### src/rtl/mips_defs.sv
// Shared MIPS control encodings: opcodes, functs, FSM states and datapath mux codes.
// The datapath mux decoders use the same constants so both sides agree on every select value.
package mips_defs;

  typedef enum logic [2:0] {
    S_FETCH  = 3'd0,
    S_DECODE = 3'd1,
    S_EXE    = 3'd2,
    S_MEM    = 3'd3,
    S_WB     = 3'd4
  } state_t;

  localparam logic [5:0] OP_RTYPE = 6'b000000;
  localparam logic [5:0] OP_ORI   = 6'b001101;
  localparam logic [5:0] OP_LW    = 6'b100011;
  localparam logic [5:0] OP_SW    = 6'b101011;
  localparam logic [5:0] OP_BEQ   = 6'b000100;
  localparam logic [5:0] OP_LUI   = 6'b001111;
  localparam logic [5:0] OP_J     = 6'b000010;
  localparam logic [5:0] OP_JAL   = 6'b000011;

  localparam logic [5:0] FN_ADDU = 6'b100001;
  localparam logic [5:0] FN_SUBU = 6'b100011;
  localparam logic [5:0] FN_JR   = 6'b001000;

  localparam logic [1:0] NPC_PC4  = 2'b00;
  localparam logic [1:0] NPC_BEQ  = 2'b01;
  localparam logic [1:0] NPC_JUMP = 2'b10;
  localparam logic [1:0] NPC_JR   = 2'b11;

  localparam logic [1:0] EXT_SIGN = 2'b00;
  localparam logic [1:0] EXT_ZERO = 2'b01;
  localparam logic [1:0] EXT_LUI  = 2'b10;

  localparam logic [1:0] ALU_ADD = 2'b00;
  localparam logic [1:0] ALU_SUB = 2'b01;
  localparam logic [1:0] ALU_OR  = 2'b10;

  localparam logic [1:0] DST_RT = 2'b00;
  localparam logic [1:0] DST_RD = 2'b01;
  localparam logic [1:0] DST_RA = 2'b10;

  localparam logic [1:0] WD_ALU = 2'b00;
  localparam logic [1:0] WD_DM  = 2'b01;
  localparam logic [1:0] WD_PC4 = 2'b10;

  typedef struct packed {
    logic addu;
    logic subu;
    logic ori;
    logic lw;
    logic sw;
    logic beq;
    logic lui;
    logic j;
    logic jal;
    logic jr;
    logic unknown;
  } iclass_t;

endpackage

### src/rtl/mc_ctrl_if.sv
// Control bundle between the multi-cycle controller (master) and the shared datapath (slave).
interface mc_ctrl_if;
  logic [31:0] instr;
  logic        zero;
  logic        pc_wr;
  logic [1:0]  npc_op;
  logic        ir_wr;
  logic        reg_wr;
  logic [1:0]  reg_dst;
  logic [1:0]  wd_sel;
  logic [1:0]  ext_op;
  logic        alu_src;
  logic [1:0]  alu_op;
  logic        mem_wr;

  modport master (
    input  instr, zero,
    output pc_wr, npc_op, ir_wr, reg_wr, reg_dst, wd_sel,
           ext_op, alu_src, alu_op, mem_wr
  );

  modport slave (
    output instr, zero,
    input  pc_wr, npc_op, ir_wr, reg_wr, reg_dst, wd_sel,
           ext_op, alu_src, alu_op, mem_wr
  );
endinterface

### src/rtl/mc_decode.sv
// Combinational instruction classifier: maps the IR word to a one-hot instruction class.
module mc_decode
  import mips_defs::*;
(
  input  logic [31:0] instr,
  output iclass_t     cls
);

  logic [5:0] op;
  logic [5:0] funct;
  logic       unused_fields;

  assign op    = instr[31:26];
  assign funct = instr[5:0];
  // Register/immediate fields only matter to the datapath.
  assign unused_fields = ^instr[25:6];

  always_comb begin
    cls      = '0;
    cls.addu = (op == OP_RTYPE) && (funct == FN_ADDU);
    cls.subu = (op == OP_RTYPE) && (funct == FN_SUBU);
    cls.jr   = (op == OP_RTYPE) && (funct == FN_JR);
    cls.ori  = (op == OP_ORI);
    cls.lw   = (op == OP_LW);
    cls.sw   = (op == OP_SW);
    cls.beq  = (op == OP_BEQ);
    cls.lui  = (op == OP_LUI);
    cls.j    = (op == OP_J);
    cls.jal  = (op == OP_JAL);
    cls.unknown = ~(cls.addu | cls.subu | cls.jr | cls.ori | cls.lw |
                    cls.sw | cls.beq | cls.lui | cls.j | cls.jal);
  end

endmodule

### src/rtl/mc_ctrl.sv
// Multi-cycle MIPS controller: FETCH/DECODE/EXE/MEM/WB sequencing with combinational
// enables and selects, plus a free-running cycle counter.
module mc_ctrl
  import mips_defs::*;
#(
  parameter logic [31:0] IM_BASE = 32'h0000_3000
) (
  input  logic        clk,
  input  logic        reset,
  mc_ctrl_if.master   bus,
  output logic [31:0] pc_rst_val,
  output logic [2:0]  state,
  output logic        instr_done,
  output logic [31:0] cycle_cnt
);

  state_t  cur_state;
  state_t  nxt_state;
  iclass_t cls;

  mc_decode u_decode (
    .instr (bus.instr),
    .cls   (cls)
  );

  assign pc_rst_val = IM_BASE;
  assign state      = cur_state;

  always_ff @(posedge clk) begin
    if (reset) cur_state <= S_FETCH;
    else       cur_state <= nxt_state;
  end

  always_ff @(posedge clk) begin
    if (reset) cycle_cnt <= '0;
    else       cycle_cnt <= cycle_cnt + 32'd1;
  end

  always_comb begin
    nxt_state = S_FETCH;
    case (cur_state)
      S_FETCH:  nxt_state = S_DECODE;
      S_DECODE: begin
        if (cls.j || cls.jr || cls.unknown) nxt_state = S_FETCH;
        else if (cls.jal)                   nxt_state = S_WB;
        else                                nxt_state = S_EXE;
      end
      S_EXE: begin
        if (cls.beq)              nxt_state = S_FETCH;
        else if (cls.lw || cls.sw) nxt_state = S_MEM;
        else                       nxt_state = S_WB;
      end
      S_MEM:   nxt_state = cls.lw ? S_WB : S_FETCH;
      S_WB:    nxt_state = S_FETCH;
      default: nxt_state = S_FETCH;
    endcase
  end

  // Everything is gated by reset so an abandoned instruction never writes state.
  always_comb begin
    bus.pc_wr   = 1'b0;
    bus.npc_op  = NPC_PC4;
    bus.ir_wr   = 1'b0;
    bus.reg_wr  = 1'b0;
    bus.reg_dst = DST_RT;
    bus.wd_sel  = WD_ALU;
    bus.ext_op  = EXT_SIGN;
    bus.alu_src = 1'b0;
    bus.alu_op  = ALU_ADD;
    bus.mem_wr  = 1'b0;
    instr_done  = 1'b0;
    if (!reset) begin
      // ALU selects stay at their EXE values through MEM/WB since the datapath does not hold them.
      if (cur_state == S_EXE || cur_state == S_MEM || cur_state == S_WB) begin
        if (cls.subu || cls.beq) bus.alu_op = ALU_SUB;
        if (cls.ori || cls.lui)  bus.alu_op = ALU_OR;
        if (cls.ori || cls.lui || cls.lw || cls.sw) bus.alu_src = 1'b1;
        if (cls.ori) bus.ext_op = EXT_ZERO;
        if (cls.lui) bus.ext_op = EXT_LUI;
      end
      case (cur_state)
        S_FETCH: begin
          bus.ir_wr = 1'b1;
          bus.pc_wr = 1'b1;
        end
        S_DECODE: begin
          if (cls.j || cls.jal) begin
            bus.pc_wr  = 1'b1;
            bus.npc_op = NPC_JUMP;
          end
          if (cls.jr) begin
            bus.pc_wr  = 1'b1;
            bus.npc_op = NPC_JR;
          end
          instr_done = cls.j | cls.jr | cls.unknown;
        end
        S_EXE: begin
          if (cls.beq) begin
            instr_done = 1'b1;
            if (bus.zero) begin
              bus.pc_wr  = 1'b1;
              bus.npc_op = NPC_BEQ;
            end
          end
        end
        S_MEM: begin
          if (cls.sw) begin
            bus.mem_wr = 1'b1;
            instr_done = 1'b1;
          end
        end
        S_WB: begin
          bus.reg_wr = 1'b1;
          instr_done = 1'b1;
          if (cls.addu || cls.subu) bus.reg_dst = DST_RD;
          if (cls.jal) begin
            bus.reg_dst = DST_RA;
            bus.wd_sel  = WD_PC4;
          end
          if (cls.lw) bus.wd_sel = WD_DM;
        end
        default: ;
      endcase
    end
  end

endmodule

### src/flat_wrapper.sv
// flat-port wrapper written by rule: the top's interface ports become plain ports
module mc_ctrl_flat import mips_defs::*;
#(
  parameter logic [31:0] IM_BASE = 32'h0000_3000
)
  (clk, reset, pc_rst_val, state, instr_done, cycle_cnt, bus_instr, bus_zero, bus_pc_wr, bus_npc_op, bus_ir_wr, bus_reg_wr, bus_reg_dst, bus_wd_sel, bus_ext_op, bus_alu_src, bus_alu_op, bus_mem_wr);
  mc_ctrl_if bus_i ();
  input  logic clk;
  input  logic reset;
  output logic [31:0] pc_rst_val;
  output logic [2:0] state;
  output logic instr_done;
  output logic [31:0] cycle_cnt;
  input wire logic [$bits(bus_i.instr)-1:0] bus_instr;
  input wire logic [$bits(bus_i.zero)-1:0] bus_zero;
  output wire logic [$bits(bus_i.pc_wr)-1:0] bus_pc_wr;
  output wire logic [$bits(bus_i.npc_op)-1:0] bus_npc_op;
  output wire logic [$bits(bus_i.ir_wr)-1:0] bus_ir_wr;
  output wire logic [$bits(bus_i.reg_wr)-1:0] bus_reg_wr;
  output wire logic [$bits(bus_i.reg_dst)-1:0] bus_reg_dst;
  output wire logic [$bits(bus_i.wd_sel)-1:0] bus_wd_sel;
  output wire logic [$bits(bus_i.ext_op)-1:0] bus_ext_op;
  output wire logic [$bits(bus_i.alu_src)-1:0] bus_alu_src;
  output wire logic [$bits(bus_i.alu_op)-1:0] bus_alu_op;
  output wire logic [$bits(bus_i.mem_wr)-1:0] bus_mem_wr;
  assign bus_i.instr = bus_instr;
  assign bus_i.zero = bus_zero;
  assign bus_pc_wr = bus_i.pc_wr;
  assign bus_npc_op = bus_i.npc_op;
  assign bus_ir_wr = bus_i.ir_wr;
  assign bus_reg_wr = bus_i.reg_wr;
  assign bus_reg_dst = bus_i.reg_dst;
  assign bus_wd_sel = bus_i.wd_sel;
  assign bus_ext_op = bus_i.ext_op;
  assign bus_alu_src = bus_i.alu_src;
  assign bus_alu_op = bus_i.alu_op;
  assign bus_mem_wr = bus_i.mem_wr;
  mc_ctrl #(.IM_BASE(IM_BASE)) u_core (.clk(clk), .reset(reset), .bus(bus_i), .pc_rst_val(pc_rst_val), .state(state), .instr_done(instr_done), .cycle_cnt(cycle_cnt));
endmodule
### config.mk
export PLATFORM = sky130hd
export DESIGN_NAME = mc_ctrl_flat
export DESIGN_NICKNAME = d
export VERILOG_FILES = /design/src/rtl/mips_defs.sv /design/src/rtl/mc_ctrl_if.sv /design/src/rtl/mc_decode.sv /design/src/rtl/mc_ctrl.sv /design/src/flat_wrapper.sv
export SDC_FILE = /design/constraint.sdc
export NUM_CORES = 1
export LEC_CHECK = 0
export ABC_AREA = 1
export BUFFER_PORTS_ARGS = -buffer_cell sky130_fd_sc_hd__buf_2
export CORE_MARGIN = 3
export CORE_UTILIZATION = 51
export CTS_CLUSTER_SIZE = 14
export DETAILED_ROUTE_END_ITERATION = 16
export PLACE_DENSITY = 0.87
export SLEW_MARGIN = 20
export SYNTH_ARGS = -nofsm -noshare
export SYNTH_HDL_FRONTEND = slang
export SYNTH_HIERARCHICAL = 1
export SYNTH_SLANG_ARGS = --single-unit
### constraint.sdc
create_clock -name clk -period 2.4 [get_ports clk]
set_clock_uncertainty 0.05 [all_clocks]
set_input_delay 0.48 -clock clk [delete_from_list [all_inputs] [get_ports clk]]
set_output_delay 0.48 -clock clk [all_outputs]
set_load 0.005 [all_outputs]
# After elaboration in Yosys (flattened, before gate mapping)
# Index checks and enable logic that the tools add are counted.
# totals
ff_bits,35
out_inout_bits,83
wordCells,92
# op_classes
addsub,1
n_eq_ne,14
muxes,47
bitwise_logic,12
n_reduce_logical,16
# ops
operator,n
2-bit two-way mux,17
32-bit by 1-bit adder with 32-bit output (second input constant),1
6-bit equality test (second input constant),4
1-bit two-way mux,21
6-bit by 4-bit equality test with 1-bit output (second input constant),3
3-bit two-way mux,5
6-bit by 2-bit equality test with 1-bit output (second input constant),2
3-bit one-hot mux with 4 select lines,1
1-bit logical OR,11
1-bit OR,11
3-bit by 2-bit equality test with 1-bit output (second input constant),2
6-bit by 3-bit equality test with 1-bit output (second input constant),1
6-bit logical NOT,1
1-bit one-hot mux with 4 select lines,1
2-bit one-hot mux with 2 select lines,1
3-bit by 1-bit equality test with 1-bit output (second input constant),1
3-bit equality test (second input constant),1
1-bit logical AND,3
3-bit logical NOT,1
1-bit one-hot mux with 3 select lines,1
1-bit NOT,1

# Depth between registers and ports, before layout
# Gate-level depths: netlist of the first run.
# depth
word_depth,15
depth_mapped,11
mapped_depth_nobuf,11

# Hierarchy
# Netlist of the first run, hierarchy kept.
# modules_own_cells
mod,instances,cells_each,area_each_um2,seq_area_each_um2
mc_ctrl,1,347,2224.6,700.7
mc_decode,1,51,245.2,0.0

# Worst setup path before layout of the first run
# Ideal clock, no wire load.
# synth_timing
path_kind,input-to-output
start,input port bus_instr[30]
end,output port instr_done
t_arrival_ns,1.337
setup_slack_ns,0.533
path_stages,9
n_path_buf,0
cell_sequence,nor2_4 nand3_4 nor2_2 nor2_1 nand2_1 nor2_1 nand3b_1 nand2_1 a31oi_1
# synth_rtl
element,line_no,source
"start, declared",flat_wrapper.sv:14,input wire logic [$bits(bus_i.instr)-1:0] bus_instr;
"end, declared",flat_wrapper.sv:12,output logic instr_done;

==> results by group, run 1 <==
STA
  • Period utilization: between 90% and 100%
  • RSZ-0062 raised after global routing: false
  • Hold Fails Final Rpt: 0
  • Post-layout min period: between 2 and 2.5 ns
  • Fmax: about 450 MHz
  • Max-slew violations: 0
  • Final setup vio count: 0
  • Setup TNS Final: 0 ns

Synthesis
  • Largest cells by area after synthesis: dfxtp_1 28%, nor2_1 15%, nand2_1 13%
  • Part of the Yosys area used for sequential elements: between 20 and 30%
  • XOR/XNOR Fraction of Synth Area: 1.42%
  • Compound-Gate Fraction of Synth Area: under 10%
  • Synth top area share: between 20% and 30%
  • Mean Syn Cell Area: between 6 and 7 sq um
  • Post-Synth Adder-Cell Area: 0.507%
  • Mux cell area share after synthesis: 0%
  • Synthesis Warnings: 6
  • Number of synthesized flops with an enable pin: 0
  • Netlist cell types: 29
  • Cells after Synth: ~400
  • Main combinational cell family by area after synthesis: simple AND/OR/NAND/NOR gates
  • Area of the mapped netlist: between 2000 and 2500 sq um
  • Cell taking the most area after synthesis: dfxtp_1
  • Asr flop ratio synth: 0%
  • Synthesized flop and latch total: 35
  • Synth Flop Type: dfxtp_1
  • Post-Synth Simple-Gate Area: 45.0%

Job
  • Max Cap Viol: 0

Pwr
  • Power per cell area: between 400 and 500 nW/um^2
  • Peak VDD IR: slightly below 0.0002 V
  • LEAKAGE: 1.38 nW

Finish
  • Layout cell share with drive strength beyond 1: 22.3%
  • Commonest non-fill, non-tap cell in the layout: nor2_1
  • Most frequent cells in the layout: 97 x nor2_1, 85 x nand2_1, 65 x buf_2, 40 x inv_1, 35 x dfxtp_1
  • Fillers: 438
  • Multi-input logic area: around 1500 sq um
  • Layout area overhead: 15.6%
  • Nets: between 500 and 600
  • Antenna fix cells: 0
  • Reg area: 701 sq um
  • Final instance area: 2860 sq um

GRT
  • First-pass GRT wire length: roughly 9.5 mm
  • Vias in the first global route: approximately 2200
  • Routing usage on met1: 26.6%
  • Largest net degree at the start of global routing: 23
  • Met2 Resource Use GR: between 30 and 40%
  • Initial antenna violation count: 0
  • Grt total ovfl: 0
  • GR met3 Demand/Resource: under 10%
  • Grt peak-use layer: met2
  • GRT Total Usage: 20.9%

CTS
  • Num Clock Sinks: 35
  • Clock buffer depth: 2
  • Clock root cell: clkbuf_8
  • H-tree depth: 2
  • CTS tree: done
  • Clock buffer count from CTS: 5
  • Clock latency on the worst-skew pair: between 0.2 and 0.3 ns
  • Postcts setup bufs: 0
  • Clk pin slew, worst setup/hold paths: 0.06 ns

Routing
  • Initial DRC count: about 160
  • Via density: between 4 and 5
  • Post-route ant nets: 0
  • Routed wire length: about 5.7 mm
  • DR pass1 iterations: 5
  • # DRC: 0
  • Via count: 2505
  • Routed wire per std cell: roughly 11 microns

Critical path
  • Crit path kind: input port to primary output
  • R2R setup slack: slightly above 0.9 ns
  • R2r startpoint: u_core/cycle_cnt[0]
  • CP startpoint kind: input port
  • Slowest stage delay, CP: ~0.18 ns
  • Worst EP arrival: between 1.5 and 2 ns
  • Cells along the critical path: buf_2 > nor2_4 > nand3_4 > nor2_2 > nor2_1 > nand2_1 > nor2_1 > nand3b_1 > nand2_1 > a31oi_1 > buf_2
  • WP buf/inv: 2
  • CP max stage cell: nor2_4
  • Largest fanout on the critical path: 6
  • CP top delay family: simple AND/OR/NAND/NOR gates
  • CP required: 1.87 ns
  • Endpoint class of the critical path: primary output
  • Crit path launch: bus_instr[30]

Die
  • Top-level I/O count: 118
  • Initial Util: a little over half
  • Die height: approximately 76 microns
  • Die X: 75.6 microns
  • Core area: about 4500 sq um
  • Die ar.: about 5700 sq um
  • Row count: 24

Placed design
  • Placed inst area: between 2000 and 3000 sq um
  • HPWL after DPL: roughly 4.6 mm
  • Gpl congestion: ~0.89
  • Port-buffer cells: between 60 and 70

Outcome
  • Outcome: completed

Min path
  • Hold crit path type: register to register
  • Hold path startpoint: u_core/cycle_cnt[0]
worst reg2reg max path: cells and delay by family, from the launching register on:
family                   cells  cell delay (ns)
AND/OR/NAND/NOR              7             0.81
flip-flops                   1             0.37
adder cells (fa/ha/maj)      1             0.18
per-stage QoR:
| step | worst slack [ns] | hold slack [ns] | util, % | cells | power, W |
|---|---|---|---|---|---|
| 2_1_floorplan | 0.533 | 0.394 | - | 428 | 0.000709 |
| 3_3_place_gp | 0.188 | 0.391 | 60.6 | 511 | 0.000708 |
| 3_5_place_dp | 0.147 | 0.399 | 60.6 | 511 | 0.000711 |
| 4_1_cts | 0.146 | 0.414 | 63.2 | 519 | 0.00125 |
| 5_1_grt | 0.0241 | 0.429 | 63.4 | 519 | 0.00129 |
| 6_report | 0.171 | 0.409 | 63.4 | 519 | 0.00125 |
Yosys cell counts, types with 4 or more instances:
master	n
nand2_1	85
buf_4	32
nand2_2	4
a21oi_1	26
o21ai_0	6
nand3_1	27
nor2_2	6
dfxtp_1	35
inv_1	40
nor2_1	97
nor2_4	11
power by group:
group	internal, W	total (W)	switching [W]
Sequential	0.000587	0.000592	0.00000546
Combinational	0.0000377	0.000108	0.0000706
Clock	0.000336	0.000545	0.000209
Total	0.000960	0.00125	0.000285
flip-flops by register name (all words and copies together), names as in the netlist:
name / count
u_core/cycle_cnt: 32
u_core/state: 3
area by class of cell:
class	instances	share of cell area, %
clock buffer	6	2.89
multi-input combinational	315	51.6
clock inverter	2	1.23
tap	52	2.28
sequential	35	24.5
timing repair buffer	67	11.9
inverter	42	5.52
kinds of logic (layout without fill, tap and decap cells):
| logic type | after synthesis | in the layout |
|---|---|---|
| AO/OA/AOI/OAI | 36 | 36 |
| XOR/XNOR | 4 | 4 |
| adder cells (fa/ha/maj) | 1 | 1 |
| buffers and inverters | 78 | 117 |
| flip-flops | 35 | 35 |
| other | 2 | 32 |
| AND/OR/NAND/NOR | 242 | 242 |
worst paths after layout:
check | to | depth (start not counted)
max | instr_done | 11
min reg2reg | u_core/cycle_cnt[0] | 1
min | u_core/cycle_cnt[0] | 1
max reg2reg | u_core/cycle_cnt[22] | 8
per-layer routing:
metal	vias to the layer above	share of wire [%]
met3	4	7.6
li1	1300	-
met1	1091	43
met2	110	49
met4	0	0.75
met5	-	0
timing repair:
| item | 4_1_cts | 5_1_grt |
|---|---|---|
| endpoints found under the setup margin | 0 | 1 |
| hold buffers | 0 | 0 |
| resized for setup | 0 | 1 |
No activity file was read; power rests on OpenSTA's default activity.
==> run 2, diff against run 1 <==
Settings changed: CORE_ASPECT_RATIO set to 1.25, CORE_UTILIZATION 51 to 50, PLACE_DENSITY 0.87 to 0.86, SYNTH_HIERARCHICAL 1 to not set.
==> run 2 against run 1 <==
Against the previous run: sequential share of layout area up 0.43 points; wire length up 6.5%; die area up 1.2%; combinational power down 10%; worst hold slack better by 0.0093 ns; critical path type unchanged; critical endpoint is now bus_pc_wr; largest cell class unchanged.
==> results by group, run 2 <==
Outcome
  • Outcome: completed (unchanged)

Min path
  • Hold crit path type: register to register (unchanged)

Synthesis
  • Area of the mapped netlist: 2450 sq um (was 2470 sq um)
  • Synth top area share: 28.6% (was 28.4%)
  • Synth Flop Type: dfxtp_1 (unchanged)
  • XOR/XNOR Fraction of Synth Area: 1.43% (was 1.42%)
  • Post-Synth Adder-Cell Area: 0.510% (was 0.507%)
  • Mux cell area share after synthesis: 0% (unchanged)
  • Compound-Gate Fraction of Synth Area: 9.75% (was 7.60%)
  • Post-Synth Simple-Gate Area: 42.6% (was 45.0%)
  • Number of synthesized flops with an enable pin: 0 (unchanged)
  • Top-count cell post-synth: nand2_1 (was nor2_1)
  • Synthesis Warnings: 0 (was 6)
  • Cells after Synth: 390 (was 398)
  • Synthesized flop and latch total: 35 (unchanged)
  • Netlist cell types: 31 (was 29)
  • Mean Syn Cell Area: 6.28 sq um (was 6.21 sq um)
  • Largest cells by area after synthesis: dfxtp_1 29%, nand2_1 15%, nor2_1 11% (was dfxtp_1 28%, nor2_1 15%, nand2_1 13%)
  • Most frequent cells after synthesis: 96 x nand2_1, 70 x nor2_1, 38 x inv_1, 35 x dfxtp_1, 32 x buf_4 (was 97 x nor2_1, 85 x nand2_1, 40 x inv_1, 35 x dfxtp_1, 32 x buf_4)
  • Main combinational cell family by area after synthesis: simple AND/OR/NAND/NOR gates (unchanged)
  • Cell taking the most area after synthesis: dfxtp_1 (unchanged)
  • Asr flop ratio synth: 0% (unchanged)
  • Part of the Yosys area used for sequential elements: 28.6% (was 28.4%)

Die
  • Initial Util: 53.7% (was 54.8%)
  • Die X: 68.6 microns (was 75.6 microns)
  • Die ar.: 5780 sq um (was 5710 sq um)
  • Top-level I/O count: 118 (unchanged)
  • Row count: 27 (was 24)
  • Die height: 84.3 microns (was 75.6 microns)
  • Core area: 4560 sq um (was 4500 sq um)

Pwr
  • Peak VDD IR: 0.000220 V (was 0.000193 V)
  • LEAKAGE: 1.29 nW (was 1.38 nW)
  • Power per cell area: 395 nW/um^2 (was 436 nW/um^2)

STA
  • Fmax: 494 MHz (was 449 MHz)
  • Hold Fails Final Rpt: 0 (unchanged)
  • Max-slew violations: 0 (unchanged)
  • Setup TNS Final: 0 ns (unchanged)
  • Period utilization: 84.4% (was 92.9%)
  • Final setup vio count: 0 (unchanged)
  • Post-layout min period: 2.03 ns (was 2.23 ns)
  • RSZ-0062 raised after global routing: false (unchanged)

GRT
  • Grt total ovfl: 0 (unchanged)
  • GRT Total Usage: 21.5% (was 20.9%)
  • Vias in the first global route: 2297 (was 2207)
  • Largest net degree at the start of global routing: 26 (was 23)
  • First-pass GRT wire length: 9.80 mm (was 9.49 mm)
  • Initial antenna violation count: 0 (unchanged)

Placed design
  • Port-buffer cells: 65 (unchanged)
  • Cell count after placement: 509 (was 511)
  • Placed inst area: 2720 sq um (was 2730 sq um)
  • HPWL after DPL: 4.90 mm (was 4.65 mm)
  • Gpl congestion: 0.902 (was 0.887)

CTS
  • Clock root cell: clkbuf_8 (unchanged)
  • Clock latency on the worst-skew pair: 0.29 ns (about the same)
  • Clock buffer count from CTS: 5 (unchanged)
  • CTS tree: done (unchanged)
  • H-tree depth: 2 (unchanged)
  • Post-CTS Hold Fix Bufs: 0 (unchanged)
  • Clk pin slew, worst setup/hold paths: 0.08 ns (was 0.06 ns)
  • Postcts setup bufs: 0 (unchanged)
  • Clock buffer depth: 2 (unchanged)
  • Resize count post-CTS: 0 (unchanged)
  • Num Clock Sinks: 35 (unchanged)

Routing
  • Routed wire length: 6.09 mm (was 5.72 mm)
  • Via count: 2551 (was 2505)
  • Via density: 4.93 (was 4.83)
  • Post-route ant nets: 0 (unchanged)
  • Routed wire per std cell: 11.8 microns (was 11.0 microns)
  • # DRC: 0 (unchanged)
  • DR pass1 iterations: 4 (was 5)
  • Initial DRC count: 157 (was 159)

Finish
  • Largest Register: u_core.cycle_cnt (was u_core/cycle_cnt)
  • Layout area overhead: 14.5% (was 15.6%)
  • Final core occ: 61.5% (was 63.4%)
  • Layout cell share with drive strength beyond 1: 22.4% (was 22.3%)
  • Final instance area: 2810 sq um (was 2860 sq um)
  • Antenna fix cells: 0 (unchanged)
  • Max reg flops: 32 (unchanged)
  • Most frequent cells in the layout: 96 x nand2_1, 70 x nor2_1, 65 x buf_2, 38 x inv_1, 35 x dfxtp_1 (was 97 x nor2_1, 85 x nand2_1, 65 x buf_2, 40 x inv_1, 35 x dfxtp_1)
  • Final Non-Filler Cells: 517 (was 519)
  • Commonest non-fill, non-tap cell in the layout: nand2_1 (was nor2_1)
  • Nets: 494 (was 502)

Critical path
  • Endpoint class of the critical path: primary output (unchanged)
  • Crit path kind: input port to primary output (unchanged)
  • Worst EP arrival: 1.50 ns (was 1.70 ns)
  • Largest fanout on the critical path: 6 (unchanged)
  • CP required: 1.87 ns (about the same)
  • CP startpoint kind: input port (unchanged)

Job
  • Max Cap Viol: 0 (unchanged)
run 2: layer usage:
layer  part of all wire (%)  vias to the layer above  track usage (%)
met2                     52                       99             38.6
li1                       -                     1297                -
met4                    1.2                        0             6.51
met3                    7.5                        6             4.55
met1                     40                     1149             24.3
met5                      0                        -                0
run 2: logic make-up after synthesis:
group	after synthesis
buf+inv	78
simple gates	226
compound gates	44
fa+ha+maj	1
other cells	2
flops	35
xor+xnor	4
run 2: cell type report:
cell class                      count  area, sq um
Clock buffer                        6         72.6
Clock inverter                      2         12.5
Fill cell                         459         1750
Inverter                           42          158
Multi-Input combinational cell    307         1450
Sequential cell                    35          701
Tap cell                           58         72.6
Timing Repair Buffer               67          340
run 2: worst paths after layout:
path	from	to	slack, ns	cells past startpoint
worst max-delay path	bus_instr[29]	bus_pc_wr	0.37	11
worst min-delay path	u_core.cycle_cnt[0]	u_core.cycle_cnt[0]	0.42	1
worst max register to register	u_core.cycle_cnt[0]	u_core.cycle_cnt[30]	0.91	7
worst min register to register	u_core.cycle_cnt[0]	u_core.cycle_cnt[0]	0.42	1
run 2: worst max-delay path, stage by stage:
cell	delay [ns]
buf_2	0.13
nor2_1	0.19
nand2_1	0.09
nor2_2	0.14
nand2_1	0.07
nand2_1	0.05
nand2_1	0.06
nand2_1	0.06
nand2_1	0.04
nand2_1	0.06
buf_2	0.11
run 2: per-stage QoR:
step | hold WS (ns) | worst slack [ns] | power, W
after detailed placement | 0.404 | 0.373 | 0.000700
final | 0.419 | 0.374 | 0.00111
after global routing | 0.453 | 0.203 | 0.00116
after global placement | 0.386 | 0.397 | 0.000697
after floorplan | 0.394 | 0.666 | 0.000699
after CTS | 0.423 | 0.373 | 0.00112
run 2: power breakdown:
| part | switching (W) | internal [W] |
|---|---|---|
| logic | 0.0000643 | 0.0000323 |
| clock network | 0.000219 | 0.000203 |
| registers | 0.00000482 | 0.000586 |
| total | 0.000288 | 0.000822 |
==> run 3, diff against run 2 <==
Settings changed: CORE_UTILIZATION 50 to 47, PLACE_DENSITY 0.86 to 0.81.
Clock period 2.4 ns to 2 ns, I/O delays scaled along.
==> run 3 against run 2 <==
Against the previous run: via count increased by 0.90%; wire length decreased by 2.8%; register-to-register slack got worse by 0.40 ns; largest power group unchanged; highest routed layer unchanged.
==> results by group, run 3 (synthesized netlist as in run 2, its figures left out) <==
Min path
  • Hold path startpoint: reset (was u_core.cycle_cnt[0])
  • Hold EP: u_core.state[1] (was u_core.cycle_cnt[0])
  • Hold crit path type: input port to register (was register to register)
  • Hold Crit Depth: 2 (was 1)

Finish
  • Antenna fix cells: 0 (unchanged)
  • Commonest non-fill, non-tap cell in the layout: nand2_1 (unchanged)
  • Final core occ: 58.1% (was 61.5%)
  • Layout cell share with drive strength beyond 1: 23.5% (was 22.4%)
  • Layout area overhead: 15.4% (was 14.5%)
  • Largest Register: u_core.cycle_cnt (unchanged)
  • Final instance area: 2830 sq um (was 2810 sq um)
  • Max reg flops: 32 (unchanged)
  • Final Non-Filler Cells: 519 (was 517)
  • Most frequent cells in the layout: 96 x nand2_1, 68 x nor2_1, 65 x buf_2, 37 x inv_1, 34 x dfxtp_1 (was 96 x nand2_1, 70 x nor2_1, 65 x buf_2, 38 x inv_1, 35 x dfxtp_1)
  • Nets: 494 (unchanged)

Critical path
  • Largest fanout on the critical path: 6 (unchanged)
  • Endpoint class of the critical path: primary output (unchanged)
  • Worst r2r path cells: 8 (was 7)
  • CP required: 1.55 ns (was 1.87 ns)
  • CP startpoint kind: input port (unchanged)
  • Worst EP arrival: 1.42 ns (was 1.50 ns)
  • R2R setup slack: 0.51 ns (was 0.91 ns)
  • Crit path kind: input port to primary output (unchanged)
  • Crit Reg-Reg Endpoint: u_core.cycle_cnt[28] (was u_core.cycle_cnt[30])
  • R2r startpoint: u_core.cycle_cnt[0] (unchanged)

GRT
  • GRT Total Usage: 19.3% (was 21.5%)
  • Grt total ovfl: 0 (unchanged)
  • Initial antenna violation count: 0 (unchanged)
  • Vias in the first global route: 2292 (was 2297)
  • First-pass GRT wire length: 9.74 mm (was 9.80 mm)
  • Largest net degree at the start of global routing: 27 (was 26)

STA
  • Min Hold Slack: 0.362 ns (was 0.419 ns)
  • Final setup vio count: 0 (unchanged)
  • Setup WS post-layout: 0.129 ns (was 0.374 ns)
  • Post-layout min period: 1.87 ns
  • Hold Fails Final Rpt: 0 (unchanged)
  • Max-slew violations: 0 (unchanged)
  • Period utilization: between 90% and 100%
  • Fmax: roughly 530 MHz
  • RSZ-0062 raised after global routing: true (was false)

CTS
  • Clk pin slew, worst setup/hold paths: 0.07 ns (was 0.08 ns)
  • H-tree depth: 2 (unchanged)
  • Num Clock Sinks: 35 (unchanged)
  • Postcts setup bufs: 0 (unchanged)
  • Clock buffer depth: 2 (unchanged)
  • Clock root cell: clkbuf_8 (unchanged)
  • Clock buffer count from CTS: 5 (unchanged)
  • CTS tree: done (unchanged)
  • Clock latency on the worst-skew pair: 0.30 ns (was 0.29 ns)

Placed design
  • Gpl congestion: 0.916 (was 0.902)
  • Dpl ws: 0.140 ns (was 0.373 ns)
  • Placed inst area: 2720 sq um (about the same)
  • Port-buffer cells: 65 (unchanged)
  • HPWL after DPL: 4.67 mm (was 4.90 mm)
  • Cell count after placement: 511 (was 509)

Die
  • Initial Util: 50.3% (was 53.7%)
  • Core area: 4870 sq um (was 4560 sq um)
  • Row count: 28 (was 27)
  • Die height: 86.7 microns (was 84.3 microns)
  • Die ar.: 6120 sq um (was 5780 sq um)
  • Top-level I/O count: 118 (unchanged)
  • Die X: 70.6 microns (was 68.6 microns)

Routing
  • Post-route ant nets: 0 (unchanged)
  • Via count: 2574 (was 2551)
  • DR pass1 iterations: 4 (unchanged)
  • Initial DRC count: 143 (was 157)
  • Via density: 4.96 (was 4.93)
  • Routed wire per std cell: 11.4 microns (was 11.8 microns)
  • # DRC: 0 (unchanged)
  • Routed wire length: 5.92 mm (was 6.09 mm)

Pwr
  • LEAKAGE: 1.30 nW (was 1.29 nW)
  • Peak VDD IR: 0.000244 V (was 0.000220 V)
  • Power per cell area: 488 nW/um^2 (was 395 nW/um^2)

Job
  • Max Cap Viol: 0 (unchanged)

Outcome
  • Outcome: completed (unchanged)
==> run 3: changes by cell type in the layout (fill, tap and decap cells not counted) <==
cell | before | now
clkbuf_1 | 1 | 0
clkbuf_8 | 5 | 6
dfxtp_1 | 35 | 34
nor2_2 | 8 | 10
inv_1 | 38 | 37
o21ai_0 | 9 | 8
inv_2 | 2 | 3
clkinv_4 | 0 | 1
clkinv_2 | 1 | 0
nor2_1 | 70 | 68
o21ai_1 | 1 | 2
dfxtp_2 | 0 | 1
==> run 3: through the flow <==
stage	TNS, ns	total power, W
after detailed placement	0	0.000840
after global routing	-0.0319	0.00144
after global placement	0	0.000836
after CTS	0	0.00139
after floorplan	0	0.000838
final	0	0.00138
==> run 3: repair_timing <==
| action | in CTS | in global routing |
|---|---|---|
| resized for setup | 0 | 5 |
| setup endpoints to repair | 0 | 9 |
| hold buffers | 0 | 0 |
| endpoints found under the hold margin | 0 | 0 |
==> run 3: report_power, final <==
group | switching (W) | internal [W] | leakage (nW)
combinational | 0.0000772 | 0.0000391 | 0.967
clock | 0.000272 | 0.000281 | 0.0474
sequential | 0.00000627 | 0.000704 | 0.283
==> run 3: worst max path at each step <==
stage                    start             end  slack (ns)  depth (start not counted)
2_1_floorplan     bus_instr[1]       bus_pc_wr        0.43                          8
6_report         bus_instr[29]       bus_pc_wr        0.13                         11
3_5_place_dp     bus_instr[29]       bus_pc_wr        0.14                         11
5_1_grt        u_core.state[1]   bus_wd_sel[0]       -0.02                          8
3_3_place_gp     bus_instr[29]  bus_reg_dst[0]        0.16                          7
4_1_cts        u_core.state[0]   bus_wd_sel[0]        0.07                          8
==> run 3: final cells by class <==
class                           count  area, sq um
Clock buffer                        6         82.6
Clock inverter                      2         16.3
Fill cell                         491         2040
Inverter                           42          158
Multi-Input combinational cell    307         1460
Sequential cell                    35          702
Tap cell                           60         75.1
Timing Repair Buffer               67          340
==> run 3: worst max-delay path, stage by stage <==
cell and delay (ns):
buf_2 0.13, nor2_1 0.18, nand2_1 0.09, nor2_2 0.14, nand2_1 0.07, nand2_1 0.06, nand2_1 0.07, nand2_1 0.06
nand2_1 0.04, nand2_1 0.06, buf_2 0.11
==> run 3: metal layers <==
layer	vias up	global-route usage, %	share of wire (%)
li1	1301	-	-
met1	1144	22.4	42
met2	116	35.0	48
met3	13	3.71	7.9
met4	0	7.01	1.9
met5	-	0	0
